### src/rtl/bfsk_rom_reader.sv
// BFSK modulator front end: phase accumulator addresses a 64x8 sine ROM; each accepted bit yields SPS samples.
// Latency: issue cycle k -> sample_valid in k+2. Bits accepted only when idle or on a symbol's last sample.
module bfsk_rom_reader #(
  parameter int PHASE_W = 16,
  parameter int SPS     = 16
) (
  input  logic               clk,
  input  logic               rst_n,
  input  logic               enable,
  input  logic [PHASE_W-1:0] f0_word,
  input  logic [PHASE_W-1:0] f1_word,
  input  logic               bit_valid,
  input  logic               bit_data,
  output logic               bit_ready,
  output logic [5:0]         rom_addr,
  input  logic [7:0]         rom_data,
  output logic [7:0]         sample_out,
  output logic               sample_valid,
  output logic               busy,
  output logic               underrun
);

  localparam int CNT_W = $clog2(SPS);
  localparam logic [CNT_W-1:0] LAST = CNT_W'(SPS - 1);
  localparam logic [0:0] IDLE = 1'b0;
  localparam logic [0:0] SEND = 1'b1;

  logic [0:0]         state_q, state_d;
  logic [PHASE_W-1:0] phase_q, phase_d;
  logic [PHASE_W-1:0] sym_word_q, sym_word_d;
  logic [CNT_W-1:0]   count_q, count_d;
  logic               rd_vld_q, rd_vld_d;
  logic               sample_valid_q, sample_valid_d;
  logic [7:0]         sample_out_q, sample_out_d;
  logic               underrun_q, underrun_d;
  logic               accept;

  assign bit_ready = enable && ((state_q == IDLE) || (count_q == LAST));
  assign accept    = bit_valid && bit_ready;

  always_comb begin
    state_d        = state_q;
    phase_d        = phase_q;
    sym_word_d     = sym_word_q;
    count_d        = count_q;
    rd_vld_d       = 1'b0;
    sample_valid_d = rd_vld_q;
    sample_out_d   = sample_out_q;
    underrun_d     = 1'b0;

    if (!enable) begin
      // Abort drops the symbol and any samples still in the ROM pipeline.
      state_d        = IDLE;
      phase_d        = '0;
      count_d        = '0;
      sample_valid_d = 1'b0;
    end else begin
      if (rd_vld_q) sample_out_d = rom_data;
      if (state_q == IDLE) begin
        if (accept) begin
          state_d    = SEND;
          count_d    = '0;
          sym_word_d = bit_data ? f1_word : f0_word;
        end
      end else begin
        rd_vld_d = 1'b1;
        phase_d  = phase_q + sym_word_q;
        if (count_q == LAST) begin
          count_d = '0;
          if (accept) begin
            sym_word_d = bit_data ? f1_word : f0_word;
          end else begin
            state_d    = IDLE;
            underrun_d = 1'b1;
          end
        end else begin
          count_d = count_q + CNT_W'(1);
        end
      end
    end
  end

  always_ff @(posedge clk or negedge rst_n) begin
    if (!rst_n) begin
      state_q        <= IDLE;
      phase_q        <= '0;
      sym_word_q     <= '0;
      count_q        <= '0;
      rd_vld_q       <= 1'b0;
      sample_valid_q <= 1'b0;
      sample_out_q   <= 8'h00;
      underrun_q     <= 1'b0;
    end else begin
      state_q        <= state_d;
      phase_q        <= phase_d;
      sym_word_q     <= sym_word_d;
      count_q        <= count_d;
      rd_vld_q       <= rd_vld_d;
      sample_valid_q <= sample_valid_d;
      sample_out_q   <= sample_out_d;
      underrun_q     <= underrun_d;
    end
  end

  // Address follows the phase in IDLE too, so it also reads 0 straight out of reset.
  assign rom_addr     = phase_q[PHASE_W-1 -: 6];
  assign sample_out   = sample_out_q;
  assign sample_valid = sample_valid_q;
  assign underrun     = underrun_q;
  assign busy         = (state_q == SEND) || rd_vld_q || sample_valid_q;

endmodule

### config.mk
export PLATFORM = sky130hd
export DESIGN_NAME = bfsk_rom_reader
export DESIGN_NICKNAME = d
export VERILOG_FILES = /design/src/rtl/bfsk_rom_reader.sv
export SDC_FILE = /design/constraint.sdc
export NUM_CORES = 1
export LEC_CHECK = 0
export CAP_MARGIN = 15
export CORE_UTILIZATION = 52
export CTS_BUF_LIST = sky130_fd_sc_hd__clkbuf_2
export DETAILED_ROUTE_END_ITERATION = 8
export HOLD_SLACK_MARGIN = 0.15
export PLACE_DENSITY = 0.82
export SYNTH_ARGS = -nofsm -noshare
export SYNTH_HDL_FRONTEND = slang
export SYNTH_SLANG_ARGS = --single-unit
export TNS_END_PERCENT = 20
### constraint.sdc
create_clock -name clk -period 2.5 [get_ports clk]
set_clock_uncertainty 0.05 [all_clocks]
set_input_delay 0.5 -clock clk [delete_from_list [all_inputs] [get_ports clk]]
set_output_delay 0.5 -clock clk [all_outputs]
set_load 0.005 [all_outputs]
Word-level counts from Yosys, hierarchy flattened. Index checks and enable logic that the tools add are counted. Widths: inputs -> output; s select.

Register bits after elaboration: 48. Word-level logic and storage cells: 43. Input bits: 45. Output and inout port bits: 18.

Equal/unequal tests: 4. Add/sub/neg operators: 2. Bitwise operators: 1. Multiplexer cells: 21. Reductions and logical operators: 7.

Operators with widths (count): $mux 16 (6); $add 16x16->16 (1); $mux 4 (4); $mux 1 (11); $add 4x1->4 const B (1); $eq 4x4->1 const B (1); $ne 2x1->1 const B (2); $reduce_and 2->1 (2); $logic_or 1x1->1 (3); $ne 3x1->1 const B (1); $logic_and 1x1->1 (2); $not 1->1 (1).

Logic depth before layout (Yosys ltp). Gate-level depths: netlist of the first run.

Depth in word-level cells: 8. Gate-level depth with buffers: 9. Mapped depth without buffers: 9.

Least setup slack after synthesis of the first run. OpenSTA, ideal clock, no wires.

Path type: register to register. From: reg phase_q[11]. To: reg phase_q[14]. Data arrival time: 1.808 ns. Cell stages (with the launch flop): 8. Data required time: 2.319 ns. Setup slack: 0.511 ns. Setup time: 0.131 ns. Period minus slack after synthesis: 1.989 ns. Buffers on the path: 0. Cell sequence: dfrtp_1 -> ha_1 -> and2_4 -> a21o_1 -> a211o_1 -> o32ai_2 -> xor2_1 -> o21ai_1.

Cells in the longest elaborated chain, start to end: 3.

RTL lines: start: declaration (RTL line 29) `logic [PHASE_W-1:0] phase_q, phase_d;`; start signal: assignment (RTL line 95) `phase_q <= phase_d;`; $add 16x16->16 (RTL line 67) `phase_d = phase_q + sym_word_q;`; $mux 16 (RTL line 59) `if (state_q == IDLE) begin`; $mux 16 (RTL line 51) `if (!enable) begin`.

Every way passes these cells. The select of a mux whose other input is x is not followed. A chain may end at the register's enable or synchronous reset.

Worst setup path after layout of the first run.
From: reg state_q. To: out busy.

Cells in the longest elaborated chain, start to end: 2.

RTL lines: start: declaration (RTL line 28) `logic [0:0] state_q, state_d;`; start signal: assignment (RTL line 94) `state_q <= state_d;`; $logic_or 1x1->1 (2 in series) (RTL line 110) `assign busy = (state_q == SEND) || rd_vld_q || sample_valid_q;`; end: declaration (RTL line 19) `output logic busy,`.

Every way passes these cells.

==> impl_metrics.json, run 1 <==
{
  "die_h_um": 75.3,
  "drv_cap": 0,
  "final_max_slew_viol_count": 0,
  "dpl.hpwl_um": 4590,
  "grtUsageTotal_pct": 22.9,
  "drive_above_1_share_pct": 9.97,
  "syn_inst": 285,
  "synth_ff_type": "dfrtp_1",
  "yosysSeqAreaShare_pct": 43.0,
  "synth_top_area_share_pct": 43.0,
  "cp.arrival_ps": 1790,
  "viasPerCell": 5.60,
  "synth_area_sq_mm": 0.00279,
  "fin_util_pct": 69.9,
  "cts_made_buffers": 5,
  "insertion_delay_ps": 450,
  "core_sq_mm": 0.00514,
  "peakVddDrop_v": 0.000344,
  "grt_overflow": 0,
  "holdWs_ps": 479,
  "chipWidth_um": 75.3,
  "top_usage_layer": "met2",
  "synth_area_leaders": "dfrtp_1 (43%), mux2i_1 (7.5%), ha_1 (7.2%), o21ai_0 (5.9%), nand2_1 (4.2%)",
  "clockBufferDepth": 2,
  "final.min_clock_period_ps": 2340,
  "postRouteAntennaNets": 0,
  "root_buffer": "clkbuf_2",
  "fp-row-count": 26,
  "via_count": 2359,
  "tightest_slew_ps": 829,
  "synth_cell_types": 49,
  "relSlewSlack_pct": 44.8,
  "finalCritPeriodShare_pct": 93.4,
  "io_buffer_count": 62,
  "path_class": "reg -> out",
  "initial_utilization_pct": 54.4,
  "area_delta_synth_final_pct": 28.7,
  "antenna_found_initial": 0,
  "die_area_sq_mm": 0.00567,
  "synth-edff-count": 0,
  "slowest_delay_ps": 510,
  "fin_setup_tns_ps": 0,
  "end_kind": "primary output",
  "grt_max_degree": 39,
  "grt_pass1_vias": 2159,
  "ios": 63,
  "dpl_worst_slack_ps": 243,
  "wire_per_inst_um": 14.1,
  "cts_tree": "done",
  "hold_class": "reg -> reg",
  "syn-mean-instance-area_sq_um": 9.80,
  "clkSinkCount": 48,
  "p_leak_nw": 1.68,
  "hold_violations": 0,
  "powerDensity_mw_per_mm2": 598,
  "first_pass_iters": 4,
  "clk_pin_slew_ps": 250,
  "rsz0062_at_grt": "no",
  "crit_chain": "or3_1, clkdlybuf4s50_1",
  "grt.met1_usage_pct": 31.5,
  "cpMaxStageDelayCell": "dfrtp_1",
  "async_flop_share_pct": 100,
  "worst_ep_required_time_ps": 1950,
  "fin_ws_ps": 164,
  "ys_warn_count": 0,
  "yosysTopAreaCell": "dfrtp_1",
  "cp_max_fo": 6,
  "place_congestion": 0.845,
  "antenna_cells": 0,
  "outcome": "complete, no violations",
  "route.detailed.drc": 0,
  "synth.net_count": 347,
  "start_kind": "register",
  "postPlaceCellArea_sq_mm": 0.00347,
  "setup_violations": 0,
  "max_clock_freq_mhz": 428,
  "grt_pass1_wl_um": 9740,
  "gr-usage-met3_pct": 4.23,
  "routed_wirelength_um": 5950,
  "met2_usage_pct": 36.7,
  "finalNetCount": 412,
  "fin_area_sq_mm": 0.00359,
  "htree_levels": 2,
  "drt_iter0_markers": 184,
  "synth_seq_cells": 48
}
kinds of logic (layout without fill, tap and decap cells):
| family | Yosys count | in the layout | share of synthesized area [%] |
|---|---|---|---|
| AND/OR/NAND/NOR | 78 | 78 | 13.2 |
| XOR/XNOR | 10 | 10 | 3.13 |
| buffers and inverters | 22 | 88 | 3.81 |
| multiplexers | 29 | 29 | 10.7 |
| adder cells (fa/ha/maj) | 17 | 17 | 7.88 |
| flip-flops | 48 | 48 | 43.0 |
| AO/OA/AOI/OAI | 81 | 81 | 18.3 |
cell usage after synthesis, drive strengths merged (3+ instances only):
cell type / count
dfrtp: 48
o21ai: 34
nand2: 31
mux2i: 21
ha: 16
a21oi: 15
nor2: 12
nand3: 11
buf: 8
clkbuf: 8
mux2: 8
a21o: 7
a211oi: 5
inv: 5
xnor2: 5
xor2: 5
nor2b: 4
nor3: 4
or3: 4
and2: 3
o21a: 3
what timing repair did:
item | 4_1_cts | 5_1_grt
hold buffers | 1 | 0
setup endpoints to repair | 1 | 1
endpoints found under the hold margin | 36 | 0
gates resized for setup | 2 | 2
pin swaps | 0 | 1
buffers inserted | 2 | 1
critical path: cells and delay by family (launching register included):
family	cells	cell delay [ps]
buffers and inverters	1	460
DFF	1	510
and+or+nand+nor	1	380
state kept, by name, indices dropped and copies added (netlist names):
register,count
sym_word_q,16
sample_valid,1
rd_vld_q,1
underrun,1
sample_out,8
count_q,4
state_q,1
phase_q,16
power breakdown:
| part | internal, W | switching (W) | leakage, nW |
|---|---|---|---|
| registers | 0.000890 | 0.0000826 | 0.619 |
| logic | 0.000384 | 0.000336 | 1.01 |
| clock network | 0.000181 | 0.000277 | 0.0455 |
per-stage QoR:
stage                     total power [W]  cells
after floorplan                   0.00142    285
after global placement            0.00167    409
after detailed placement          0.00170    409
after CTS                         0.00216    420
after global routing              0.00228    421
final                             0.00215    421
metal layers:
| metal | wire, um | up-vias | share of wire (%) |
|---|---|---|---|
| met2 | 2930 | 74 | 49 |
| met4 | 74 | 0 | 1.2 |
| met3 | 264 | 6 | 4.4 |
| met5 | 0 | - | 0 |
| met1 | 2690 | 1124 | 45 |
| li1 | - | 1155 | - |
path summary, 6_finish.rpt:
path / start / to / slack, ps / depth (start not counted)
max: state_q / busy / 160 / 2
min: count_q[3] / count_q[3] / 480 / 1
max reg2reg: phase_q[0] / phase_q[14] / 260 / 9
min reg2reg: count_q[3] / count_q[3] / 480 / 1
max in group asynchronous: rst_n / rd_vld_q / 1190 / 3
min in group asynchronous: rst_n / sym_word_q[13] / 590 / 2
layout make-up:
cell class,instances,area (sq um)
fillers,422,1550
multi-input cells,215,1500
flip-flops and latches,48,1200
repair buffers,74,711
well taps,70,87.6
clock inverters,3,50.0
clock buffers,5,25.0
inverters,6,22.5
placed cells by master (no fill, tap or decap), types with 5 or more instances in the layout:
cell type and instances:
nor2_1 12, inv_1 5, xor2_1 5, ha_1 15, a21o_1 7, a211oi_1 5
o21ai_0 33, clkbuf_2 5, dfrtp_1 48, buf_4 11, nand2_1 31, a21oi_1 14
mux2_2 8, nand3_1 10, mux2i_1 21, clkdlybuf4s50_1 60, xnor2_1 5
Power figures use the tool's default switching activity.
==> run 2, diff against run 1 <==
--- a/config.mk
+++ b/config.mk
@@ -6,11 +6,14 @@
 export NUM_CORES = 1
 export LEC_CHECK = 0
 export CAP_MARGIN = 15
-export CORE_UTILIZATION = 52
+export CELL_PAD_IN_SITES_DETAIL_PLACEMENT = 1
+export CELL_PAD_IN_SITES_GLOBAL_PLACEMENT = 1
+export CORE_UTILIZATION = 40
 export CTS_BUF_LIST = sky130_fd_sc_hd__clkbuf_2
 export DETAILED_ROUTE_END_ITERATION = 8
 export HOLD_SLACK_MARGIN = 0.15
-export PLACE_DENSITY = 0.82
+export MAX_ROUTING_LAYER = met4
+export PLACE_DENSITY_LB_ADDON = 0.1
 export SYNTH_ARGS = -nofsm -noshare
 export SYNTH_HDL_FRONTEND = slang
 export SYNTH_SLANG_ARGS = --single-unit
==> run 2 against run 1 <==
Against the previous run:
- via count grew 0.25%
- cell count grew 2.6%
- critical endpoint is now phase_q[12]
- sequential share of layout area is essentially flat
- utilization shrank 17 points
- design area is essentially flat
- die area grew 29%
- wire length grew 20%
- fmax grew 1.4%
- power shrank 5.2%
- clock power shrank 28%
- sequential cell count is the same
- register-to-register slack lost 60 ps
==> impl_metrics.json, run 2 (synthesis gave the netlist of run 1 again) <==
{
  "outcome": "complete, no violations",
  "grt_overflow": 0,
  "mostFrequentLayoutCells": "clkdlybuf4s50_1 (60), dfrtp_1 (48), o21ai_0 (33), nand2_1 (31), mux2i_1 (21)",
  "initial_utilization_pct": 41.4,
  "viasPerCell": 5.47,
  "finalCritPeriodShare_pct": 92.1,
  "max_clock_freq_mhz": 434,
  "fin_setup_tns_ps": 0,
  "grt_pass1_vias": 2502,
  "antenna_cells": 0,
  "setup_violations": 0,
  "cts_tree": "done",
  "fin_area_sq_mm": 0.00359,
  "drive_above_1_share_pct": 9.94,
  "die_h_um": 85.6,
  "postPlaceCellArea_sq_mm": 0.00349,
  "place_congestion": 0.789,
  "area_delta_synth_final_pct": 28.6,
  "path_class": "reg -> reg",
  "drv_cap": 0,
  "clk_pin_slew_ps": 250,
  "fp-row-count": 30,
  "grtUsageTotal_pct": 21.5,
  "insertion_delay_ps": 430,
  "routed_wirelength_um": 7120,
  "tightest_slew_ps": 587,
  "hold_violations": 0,
  "final_common_cell": "clkdlybuf4s50_1",
  "clkSinkCount": 48,
  "powerDensity_mw_per_mm2": 567,
  "cp_max_fo": 3,
  "cts_made_buffers": 5,
  "ios": 63,
  "dpl.hpwl_um": 5480,
  "route.detailed.drc": 0,
  "grt_pass1_wl_um": 11900,
  "root_buffer": "clkbuf_2",
  "first_pass_iters": 4,
  "end_kind": "register",
  "p_leak_nw": 1.67,
  "core_sq_mm": 0.00676,
  "drt_iter0_markers": 68,
  "rsz0062_at_grt": "no",
  "final.min_clock_period_ps": 2300,
  "antenna_found_initial": 0,
  "finalNetCount": 413,
  "worst_ep_required_time_ps": 2790,
  "start_kind": "register",
  "io_buffer_count": 62,
  "postRouteAntennaNets": 0,
  "via_count": 2365,
  "wire_per_inst_um": 16.5,
  "relSlewSlack_pct": 60.8,
  "peakVddDrop_v": 0.000239,
  "chipWidth_um": 85.6,
  "grt_max_degree": 33,
  "clockBufferDepth": 2,
  "final_max_slew_viol_count": 0,
  "hold_class": "reg -> reg",
  "fin_util_pct": 53.2,
  "die_area_sq_mm": 0.00732,
  "fillCellCount": 772,
  "htree_levels": 2,
  "cp.arrival_ps": 2600
}
run 2: layout make-up:
cell class,instances,area (sq um),share of cell area [%]
Multi-Input combinational cell,215,1510,42.0
Timing Repair Buffer,75,718,20.0
Clock buffer,5,25.0,0.697
Inverter,6,22.5,0.627
Sequential cell,48,1200,33.4
Clock inverter,3,17.5,0.488
Tap cell,80,100,2.79
run 2: layer usage:
metal	part of all wire (%)	up-vias	routed length, um	global-route usage (%)
met5	0	-	0	-
met3	2.4	7	170	3.27
met1	48	1161	3400	27.1
li1	-	1153	-	-
met4	1.1	0	76	5.00
met2	49	44	3470	36.6
run 2: metrics by stage:
step	setup slack (ps)	hold WS, ps	power, W	std cells
4_1_cts	13.4	484	0.00206	431
3_3_place_gp	217	420	0.00169	420
2_1_floorplan	511	154	0.00142	285
6_report	197	479	0.00204	432
5_1_grt	51.8	505	0.00218	432
3_5_place_dp	222	432	0.00172	420
run 2: worst paths after layout:
check / startpoint / to / slack, ps / cells past startpoint
worst max-delay path: sym_word_q[0] / phase_q[12] / 200 / 9
worst min-delay path: phase_q[7] / phase_q[7] / 480 / 2
worst max register to register: sym_word_q[0] / phase_q[12] / 200 / 9
worst min register to register: phase_q[7] / phase_q[7] / 480 / 2
max in group asynchronous: rst_n / phase_q[1] / 1260 / 3
min in group asynchronous: rst_n / phase_q[8] / 500 / 2
run 2: where the power goes:
group | internal, W | switching [W] | total [W]
registers | 0.000889 | 0.0000854 | 0.000975
logic | 0.000388 | 0.000345 | 0.000733
clock network | 0.0000686 | 0.000262 | 0.000331
total | 0.00135 | 0.000692 | 0.00204
run 2: timing repair:
| action | 4_1_cts | 5_1_grt |
|---|---|---|
| resized for setup | 3 | 2 |
| endpoints found under the setup margin | 1 | 1 |
| setup buffers | 2 | 1 |
| endpoints found under the hold margin | 22 | 0 |
| hold buffers | 1 | 0 |
| pin swaps | 0 | 1 |
run 2: worst max-delay path: stages (launching register included):
cell	delay, ps
dfrtp_1	410
ha_1	210
inv_1	70
fa_1	410
nor2b_1	200
o211ai_2	130
a21boi_0	280
or4_1	190
mux2i_1	190
nand3_1	80
==> run 3, diff against run 2 <==
--- a/config.mk
+++ b/config.mk
@@ -12,8 +12,8 @@
 export CTS_BUF_LIST = sky130_fd_sc_hd__clkbuf_2
 export DETAILED_ROUTE_END_ITERATION = 8
 export HOLD_SLACK_MARGIN = 0.15
-export MAX_ROUTING_LAYER = met4
 export PLACE_DENSITY_LB_ADDON = 0.1
+export REMOVE_ABC_BUFFERS = 1
 export SYNTH_ARGS = -nofsm -noshare
 export SYNTH_HDL_FRONTEND = slang
 export SYNTH_SLANG_ARGS = --single-unit
==> run 3 against run 2 <==
Against the previous run:
- global-route usage decreased by 1.3 points
- clock-buffer cell count unchanged
- utilization unchanged
- combinational power about the same
- sequential cell count unchanged
- wire length decreased by 3.2%
- sequential share of layout area unchanged
- sequential power decreased by 0.5%
- critical path depth decreased by 7
- worst setup slack improved by 40 ps
- die area unchanged
- via count decreased by 0.59%
- critical path type is now reg -> out
- largest power group unchanged
==> impl_metrics.json, run 3 (synthesis gave the netlist of run 1 again) <==
{
  "clkSinkCount": 48,
  "end_kind": "primary output",
  "fin_util_pct": 53.2,
  "drive_above_1_share_pct": 9.43,
  "route.detailed.drc": 0,
  "final_max_slew_viol_count": 0,
  "holdWs_ps": 468,
  "dpl.hpwl_um": 5020,
  "grt_pass1_vias": 2406,
  "rsz0062_at_grt": "no",
  "cts_made_buffers": 5,
  "fin_ws_ps": 237,
  "clk_pin_slew_ps": 250,
  "max_clock_freq_mhz": 442,
  "fillCellCount": 743,
  "outcome": "complete, no violations",
  "insertion_delay_ps": 420,
  "core_sq_mm": 0.00676,
  "path_class": "reg -> out",
  "peakVddDrop_v": 0.000272,
  "setup_violations": 0,
  "area_delta_synth_final_pct": 28.6,
  "htree_levels": 2,
  "viasPerCell": 5.47,
  "final.min_clock_period_ps": 2260,
  "fin_setup_tns_ps": 0,
  "via_count": 2351,
  "start_kind": "register",
  "mostFrequentLayoutCells": "clkdlybuf4s50_1 (60), dfrtp_1 (48), o21ai_0 (33), nand2_1 (31), mux2i_1 (21)",
  "wire_per_inst_um": 16.0,
  "finalCritPeriodShare_pct": 90.5,
  "postRouteAntennaNets": 0,
  "hold_class": "in -> async",
  "cts_tree": "done",
  "antenna_cells": 0,
  "relSlewSlack_pct": 67.8,
  "hold_violations": 0,
  "initial_utilization_pct": 41.4,
  "instances_no_fill": 430,
  "root_buffer": "clkbuf_2",
  "fp-row-count": 30,
  "grt_overflow": 0,
  "routed_wirelength_um": 6890,
  "final_common_cell": "clkdlybuf4s50_1",
  "io_buffer_count": 62,
  "dpl_worst_slack_ps": 184,
  "drv_cap": 0,
  "finalNetCount": 412,
  "antenna_found_initial": 0,
  "p_leak_nw": 1.66,
  "tightest_slew_ps": 483,
  "grt_pass1_wl_um": 11600,
  "drt_iter0_markers": 78,
  "worst_ep_required_time_ps": 1950,
  "die_h_um": 85.6,
  "placed_cells": 420,
  "die_area_sq_mm": 0.00732,
  "cp_max_fo": 3,
  "reg2regPathDepth": 9,
  "place_congestion": 0.803,
  "cp.arrival_ps": 1710,
  "chipWidth_um": 85.6,
  "ios": 63,
  "powerDensity_mw_per_mm2": 562,
  "grt_max_degree": 33,
  "grtUsageTotal_pct": 20.2,
  "clockBufferDepth": 2,
  "first_pass_iters": 4
}
==> run 3: cell types whose count changed in the layout (fill, tap and decap cells not counted) <==
cell | previous run | this run
a21boi_0 | 2 | 1
a21boi_1 | 0 | 1
buf_12 | 0 | 1
buf_4 | 12 | 10
clkinv_2 | 1 | 0
clkinv_4 | 0 | 1
inv_6 | 1 | 0
==> run 3: stage by stage <==
| stage | area [sq um] | power, W |
|---|---|---|
| 4_1_cts | 3580 | 0.00206 |
| 6_report | 3590 | 0.00202 |
| 2_1_floorplan | 2710 | 0.00139 |
| 5_1_grt | 3590 | 0.00217 |
| 3_5_place_dp | 3510 | 0.00172 |
| 3_3_place_gp | 3510 | 0.00170 |
==> run 3: final timing paths <==
path / start / to / slack [ps]
worst max-delay path: state_q / busy / 240
max in group asynchronous: rst_n / count_q[2] / 1410
min in group clk: sym_word_q[9] / sym_word_q[9] / 470
worst max register to register: phase_q[0] / phase_q[14] / 250
worst min register to register: sym_word_q[9] / sym_word_q[9] / 470
worst min-delay path: rst_n / phase_q[9] / 470
==> run 3: worst max-delay path, cell delays in order, from the launching register on <==
cell,delay (ps)
dfrtp_1,460
or3_1,370
clkdlybuf4s50_1,470
==> run 3: layout make-up <==
class / instances / area (sq um) / area share, %
clock buffers: 5 / 25.0 / 0.697
repair buffers: 74 / 723 / 20.1
inverters: 6 / 22.5 / 0.627
well taps: 80 / 100 / 2.79
flip-flops and latches: 48 / 1200 / 33.4
multi-input cells: 215 / 1510 / 42.0
clock inverters: 2 / 12.5 / 0.348
==> run 3: per-layer routing <==
layer  track usage (%)  wire length [um]  up-vias
li1                  -                 -     1148
met1              26.0              3230     1148
met2              34.4              3290       50
met3              4.23               306        5
met4              5.76                63        0
met5                 0                 0        -
==> run 3: timing repair <==
item,CTS,global route
gates resized for setup,2,4
hold endpoints to repair,18,0
setup buffers,2,0
setup endpoints to repair,1,2
hold buffers,1,0
pin swaps,0,2
==> run 3: report_power, final <==
group | internal (W) | total (W) | switching (W)
clock | 0.0000628 | 0.000316 | 0.000254
combinational | 0.000390 | 0.000733 | 0.000343
sequential | 0.000890 | 0.000970 | 0.0000809
total | 0.00134 | 0.00202 | 0.000678
